==> config.mk <==
export PLATFORM = sky130hd
export DESIGN_NAME = module_captura
export DESIGN_NICKNAME = d
export VERILOG_FILES = /design/src/rtl/module_captura_pkg.sv /design/src/rtl/module_captura_bcd_shift_reg.sv /design/src/rtl/module_captura.sv
export SDC_FILE = /design/constraint.sdc
export NUM_CORES = 1
export LEC_CHECK = 0
export CAP_MARGIN = 40
export CORE_UTILIZATION = 52
export DETAILED_ROUTE_END_ITERATION = 8
export PLACE_DENSITY = 0.92
export SETUP_SLACK_MARGIN = 0.2
export SYNTH_ARGS = -nofsm -noshare
export SYNTH_HDL_FRONTEND = slang
export SYNTH_SLANG_ARGS = --single-unit
==> constraint.sdc <==
create_clock -name clk -period 2.91 [get_ports clk]
set_input_delay 0.582 -clock clk [delete_from_list [all_inputs] [get_ports clk]]
set_output_delay 0.582 -clock clk [all_outputs]
set_load 0.05 [all_outputs]
==> src/rtl/module_captura_pkg.sv <==
// Shared keypad definitions: key codes, capture FSM states, default operand width.
package pkg_teclado;

    localparam int unsigned DIGITS_DEF = 3;

    localparam logic [3:0] KEY_ACEPTAR = 4'hA;
    localparam logic [3:0] KEY_BORRAR  = 4'hB;
    localparam logic [3:0] KEY_LIMPIAR = 4'hC;

    typedef enum logic [1:0] {
        S_A    = 2'd0,
        S_B    = 2'd1,
        S_DONE = 2'd2
    } captura_state_t;

    // Key codes 0x0-0x9 are decimal digits.
    function automatic logic is_digit(input logic [3:0] key);
        return key <= 4'd9;
    endfunction

endpackage

==> src/rtl/module_captura_bcd_shift_reg.sv <==
// DIGITS-deep packed BCD entry register: push inserts at digit 0, pop drops digit 0.
module bcd_shift_reg #(
    parameter int unsigned DIGITS = 3
) (
    input  logic                            clk,
    input  logic                            rst_in,
    input  logic                            clr,
    input  logic                            push,
    input  logic                            pop,
    input  logic [3:0]                      din,
    output logic [4*DIGITS-1:0]             value,
    output logic [$clog2(DIGITS+1)-1:0]     count
);

    localparam int unsigned W  = 4 * DIGITS;
    localparam int unsigned CW = $clog2(DIGITS + 1);

    // Digit storage; a full register ignores pushes, an empty one ignores pops.
    always_ff @(posedge clk or negedge rst_in) begin
        if (!rst_in) begin
            value <= '0;
            count <= '0;
        end else if (clr) begin
            value <= '0;
            count <= '0;
        end else if (push && (count < CW'(DIGITS))) begin
            value <= (value << 4) | W'(din);
            count <= count + CW'(1);
        end else if (pop && (count != '0)) begin
            value <= value >> 4;
            count <= count - CW'(1);
        end
    end

endmodule

==> src/rtl/module_captura.sv <==
// Assembles two BCD operands from keypad strobes and hands them off with valid/ack.
module module_captura
    import pkg_teclado::*;
#(
    parameter int unsigned DIGITS = DIGITS_DEF
) (
    input  logic                            clk,
    input  logic                            rst_in,
    input  logic [3:0]                      numero,
    input  logic                            save,
    output logic [4*DIGITS-1:0]             op_a,
    output logic [4*DIGITS-1:0]             op_b,
    output logic [4*DIGITS-1:0]             entry,
    output logic [$clog2(DIGITS+1)-1:0]     ndig,
    output logic                            sel_b,
    output logic                            valid,
    input  logic                            ack
);

    localparam int unsigned CW = $clog2(DIGITS + 1);

    captura_state_t state, state_d;
    logic           valid_d, sel_b_d;
    logic           save_q, armed, key_ev;
    logic           push_a, pop_a, push_b, pop_b, clr_all;
    logic [CW-1:0]  cnt_a, cnt_b;

    // A press counts only on a rising save seen after save was low at least once since reset.
    assign key_ev = save & ~save_q & armed;

    // Save edge detector and post-reset arming.
    always_ff @(posedge clk or negedge rst_in) begin
        if (!rst_in) begin
            save_q <= 1'b0;
            armed  <= 1'b0;
        end else begin
            save_q <= save;
            armed  <= armed | ~save;
        end
    end

    // State and handshake registers.
    always_ff @(posedge clk or negedge rst_in) begin
        if (!rst_in) begin
            state <= S_A;
            valid <= 1'b0;
            sel_b <= 1'b0;
        end else begin
            state <= state_d;
            valid <= valid_d;
            sel_b <= sel_b_d;
        end
    end

    // Key decode and next state; clear and ack in S_DONE win over any other key.
    always_comb begin
        state_d = state;
        valid_d = valid;
        sel_b_d = sel_b;
        push_a  = 1'b0;
        pop_a   = 1'b0;
        push_b  = 1'b0;
        pop_b   = 1'b0;
        clr_all = 1'b0;
        if ((key_ev && (numero == KEY_LIMPIAR)) || ((state == S_DONE) && ack)) begin
            clr_all = 1'b1;
            state_d = S_A;
            valid_d = 1'b0;
            sel_b_d = 1'b0;
        end else if (key_ev) begin
            case (state)
                S_A: begin
                    if (is_digit(numero)) begin
                        push_a = 1'b1;
                    end else if (numero == KEY_BORRAR) begin
                        pop_a = 1'b1;
                    end else if (numero == KEY_ACEPTAR) begin
                        state_d = S_B;
                        sel_b_d = 1'b1;
                    end
                end
                S_B: begin
                    if (is_digit(numero)) begin
                        push_b = 1'b1;
                    end else if (numero == KEY_BORRAR) begin
                        pop_b = 1'b1;
                    end else if (numero == KEY_ACEPTAR) begin
                        state_d = S_DONE;
                        valid_d = 1'b1;
                    end
                end
                default: ;
            endcase
        end
    end

    bcd_shift_reg #(.DIGITS(DIGITS)) u_reg_a (
        .clk    (clk),
        .rst_in (rst_in),
        .clr    (clr_all),
        .push   (push_a),
        .pop    (pop_a),
        .din    (numero),
        .value  (op_a),
        .count  (cnt_a)
    );

    bcd_shift_reg #(.DIGITS(DIGITS)) u_reg_b (
        .clk    (clk),
        .rst_in (rst_in),
        .clr    (clr_all),
        .push   (push_b),
        .pop    (pop_b),
        .din    (numero),
        .value  (op_b),
        .count  (cnt_b)
    );

    // Display view of the operand being typed.
    assign entry = (state == S_A) ? op_a : op_b;
    assign ndig  = (state == S_A) ? cnt_a : cnt_b;

endmodule
* After elaboration in Yosys (flattened, before gate mapping)
Index checks and enable logic that the tools add are counted.
** Word-level totals
- Bits in read-only memories :: 0
- Bits of input ports :: 8
- RAM bits :: 0
- Memories :: 0
- Flip-flop bits (word level) :: 34
- Bits in latches :: 0
** Operators by class
- Multiplexer cells :: 48
- Divide/modulo/power cells :: 0
- Bitwise operators :: 7
- Multiply operators :: 0
- Shift operators :: 0
- Equality and inequality tests :: 13
- Magnitude comparators :: 3
- Reduce and logical (&&, ||, !) cells :: 20
- Add/sub/neg operators :: 4
** Operator list (count)
- $mux 12 :: 7
- $mux 2 :: 15
- $mux 1 :: 25
- $or 12x4->12 :: 2
- $ne 3x3->1 const B :: 6
- $eq 4x4->1 const B :: 3
- $reduce_bool 2->1 :: 6
- $reduce_and 5->1 :: 2
- $reduce_bool 3->1 :: 3
- $reduce_and 8->1 :: 1
- $logic_and 1x1->1 :: 6
- $add 2x1->2 const B :: 2
- $le 4x4->1 const B :: 1
- $lt 2x2->1 const B :: 2
- $ne 2x2->1 const B :: 2
- $pmux 2 s2 :: 1
- $sub 2x1->2 const B :: 2
- $and 1x1->1 :: 2
- $eq 2x1->1 const B :: 1
- $eq 2x2->1 const B :: 1
- $logic_not 2->1 :: 1
- $not 1->1 :: 2
- $logic_or 1x1->1 :: 1
- $or 1x1->1 :: 1

* Longest topological paths before layout
- Word-level depth :: 10
- Gate-level depth with buffers :: 7
- Mapped depth without buffers :: 4

* Modules after synthesis
A second synthesis with hierarchy kept.
** Unflattened totals
- Cells, all modules :: 178
- Area, all modules :: 1948.1 µm²
** Modules (own cells, without submodules)
- bcd_shift_reg :: instances 2, cells each 61, area an instance 703.2 µm², seq. area each 350.3 µm²
- module_captura :: instances 1, cells each 56, area an instance 541.8 µm², seq. area each 150.1 µm²

* Least setup slack after synthesis
Ideal clock, no wire load.
- Kind :: register -> output
- From :: reg u_reg_b.value[4]
- To :: out entry[4]
- Data arrival time :: 1.902 ns
- Stages on the path, launching flop included :: 3
- Slack :: 0.426 ns
- Required time :: 2.328 ns
- Cells stage by stage :: dfrtp_1 > inv_1 > o21ai_0
** On the way
- Longest elaborated chain between the ends :: 1
** RTL lines
- start: declaration :: RTL line module_captura_bcd_shift_reg.sv:11 : output logic [4*DIGITS-1:0] value,
- start signal: assignment :: RTL line module_captura_bcd_shift_reg.sv:27 : value <= (value << 4) | W'(din);
- start signal: assignment :: RTL line module_captura_bcd_shift_reg.sv:30 : value <= value >> 4;
- $mux 12 :: RTL line module_captura.sv:120 : assign entry = (state == S_A) ? op_a : op_b;
- end: declaration :: RTL line module_captura.sv:13 : output logic [4*DIGITS-1:0] entry,
No other way between the ends.

* Final worst setup path
- From :: reg state[0]
- To :: out entry[11]
** On the way
- Longest elaborated chain between the ends :: 2
** RTL lines
- start: declaration :: RTL line module_captura.sv:22 : captura_state_t state, state_d;
- start signal: assignment :: RTL line module_captura.sv:49 : state <= state_d;
- $logic_not 2->1 :: RTL line module_captura.sv:120
- $mux 12 :: RTL line module_captura.sv:120
No other way between the ends.

==> results by group <==
Outcome
  – Status: finished, final reports clean

Floorplanning
  – CORE AREA: about 3300 um^2
  – Die ar.: 3730 um^2
  – Chip height: 61.1 um
  – Site Rows: 21
  – Die width: 61.1 um
  – Initial core utilization: between 50% and 60%
  – Io pins: 48

Setup path
  – Critical Path RT: 2.33 ns
  – CP Capture Type: primary output
  – Crit Path Max Fanout: 8
  – Setup CP Type: flip-flop to primary output
  – CP startpoint kind: flip-flop
  – CP arrival: ~2.0 ns

Final layout
  – Antenna diode count: 0
  – Area of the multi-input gates: a little under 900 um^2
  – Nets@finish: 244
  – Non-Filler Instances: 283
  – Fraction of layout cells with a size suffix above 1: 19.8%
  – Final core occ: 74.1%
  – Syn-to-layout area delta: 36.2%
  – Fillers: 261
  – Sequential cell area: between 800 and 900 um^2

Clock tree
  – CTS Buffer Depth: 2
  – CTS Sinks: 34
  – Skew-Pair Late Insertion Delay: 0.35 ns
  – H-tree levels: 2
  – Hold Buf Count CTS: 0
  – Num CTS Buffers: 5
  – Worst-path clk slew: 0.09 ns
  – Root Driver: clkbuf_4
  – TritonCTS clock tree: built

Timing
  – Worst rel slew slack: 65.6%
  – Tmin final: around 2.5 ns
  – Fin crit share: between 80% and 90%
  – Fmax achieved: 0.394 GHz
  – Fin Hold WS: 0.526 ns
  – RSZ-0062 raised after global routing: no
  – Slew @ Worst Pin: around 0.51 ns
  – Clock Skew: 0.0172 ns
  – Setup TNS: 0 ns
  – Slew Limit Fails: 0
  – Setup violators final: 0
  – Final hold violations: 0

Pwr
  – Power Density: 1300 nW/um^2
  – LEAKAGE: approximately 1.1 nW
  – Worst vdd ir: just over 0.7 mV

Placement
  – I/O Buffers: 47
  – Inst Count DP: 275
  – GPL Wtd Cong: 0.880
  – Final HPWL DP: 3510 um

Route
  – Number of DRC markers in iteration 0: 141
  – Routed Antenna Nets: 0
  – WL final: 4650 um
  – Via Count: 1,637
  – DRC Markers: 0
  – Post-DR vias/cell: between 5 and 6
  – Post-DR wirelength/cell: 16.4 um
  – Detailed Routing Iterations Pass 1: 4

Logic synthesis
  – Post-Syn Area: 1820 um^2
  – Post-Syn Instances: 183
  – Seq/Total Area, Yosys: 46.9%
  – Synth top area cells: dfrtp_1, nand2_1, o21ai_2, a22o_1, a21o_1
  – Cell variety after synth: 41
  – Most used DFF post-synth: dfrtp_1
  – Share of flip-flops with an asynchronous set or reset: between 90% and 100%
  – Largest area contributor in the netlist: dfrtp_1
  – Yosys warns: 0
  – Post-synth top area share: 46.9%
  – Commonest cells in the synthesized netlist: dfrtp_1, nand2_1, nor2_1
  – Count leader, synth: dfrtp_1
  – Seq cells post-synth: 34
  – Number of enable flip-flop cells after synthesis: 0
  – Synthesized Nets: 191
  – Avg Cell Area, Syn: 9.92 um^2

Worst hold path
  – Worst min-delay path class: flip-flop to flip-flop

Global route
  – Initial antenna violation count: 0
  – First-pass GRT wire length: 7180 um
  – Vias in the first global route: 1,434
  – GRT overflow: 0
  – GRT Util Overall: 27.0%
  – Largest net degree at the start of global routing: 35

Run
  – Max cap viols: 0
-- critical path: stages, from the launching register on --
cell and delay (ns):
dfrtp_1 0.46, or2_1 0.38, mux2_2 0.26, dlygate4sd2_1 0.53
-- worst paths after layout --
kind	startpoint	to	slack [ns]	depth (start not counted)
setup reg to reg	save_q	u_reg_b.value[6]	0.98	4
hold / removal	armed	armed	0.53	1
setup / recovery	state[0]	entry[11]	0.37	3
max in group asynchronous	rst_in	state[1]	1.97	2
hold reg to reg	armed	armed	0.53	1
min in group asynchronous	rst_in	u_reg_a.value[11]	0.62	2
-- repair_timing --
action,CTS,global route
endpoints found under the hold margin,0,0
buffers inserted,0,0
setup endpoints to repair,4,0
gates resized for setup,4,0
-- state kept, by name, indices dropped and copies added, names as in the netlist --
register       cells
armed              1
save_q             1
sel_b              1
state              2
u_reg_a.count      2
u_reg_a.value     12
u_reg_b.count      2
u_reg_b.value     12
valid              1
-- cell type report --
| cell class | count | area share (%) |
|---|---|---|
| well taps | 46 | 2.33 |
| flip-flops and latches | 34 | 34.4 |
| clock inverters | 1 | 0.202 |
| repair buffers | 56 | 24.6 |
| inverters | 8 | 1.21 |
| multi-input cells | 131 | 35.0 |
| clock buffers | 7 | 2.23 |
-- cells in the final DEF (no fill, tap or decap), types with 4 or more instances in the layout --
master           count
nand2_1             25
a21oi_1              6
clkbuf_4             5
a21o_1               9
o22ai_1              4
nor2_1              11
nand2b_1             4
mux2_2               6
clkdlybuf4s50_1     33
buf_12               8
o21ai_0              9
buf_4               11
inv_1                8
o21ai_2              9
dfrtp_1             34
a22oi_1              8
a22o_1               8
dlygate4sd2_1        4
o21ai_1              4
-- routing by layer --
layer	part of all wire, %	wire length [um]	GRT usage (%)
met5	0	0	0
met4	2.0	91	9.42
met3	5.8	270	5.88
met2	51	2360	43.0
met1	41	1920	36.5
-- kinds of logic after synthesis --
family / count (synthesis) / synth area share (%)
compound gates: 62 / 24.1
simple gates: 61 / 18.8
flops: 34 / 46.9
buf+inv: 18 / 5.44
mux: 8 / 4.82
-- per-stage QoR --
step,setup WS [ns],power [mW],instance area [um^2]
detailed placement,0.323,2.97,2420
finish,0.373,3.22,2470
global placement,0.389,2.94,2420
CTS,0.362,3.22,2470
global route,0.309,3.36,2470
floorplan,0.426,2.13,1820
-- power breakdown --
part | internal (mW) | switching [mW] | total, mW | leakage (nW)
Sequential | 0.660 | 0.229 | 0.889 | 0.439
Clock | 0.117 | 0.156 | 0.273 | 0.0353
Combinational | 0.728 | 1.33 | 2.06 | 0.667
Total | 1.50 | 1.71 | 3.22 | 1.14
Note: power is estimated with default switching activity, not from simulation.
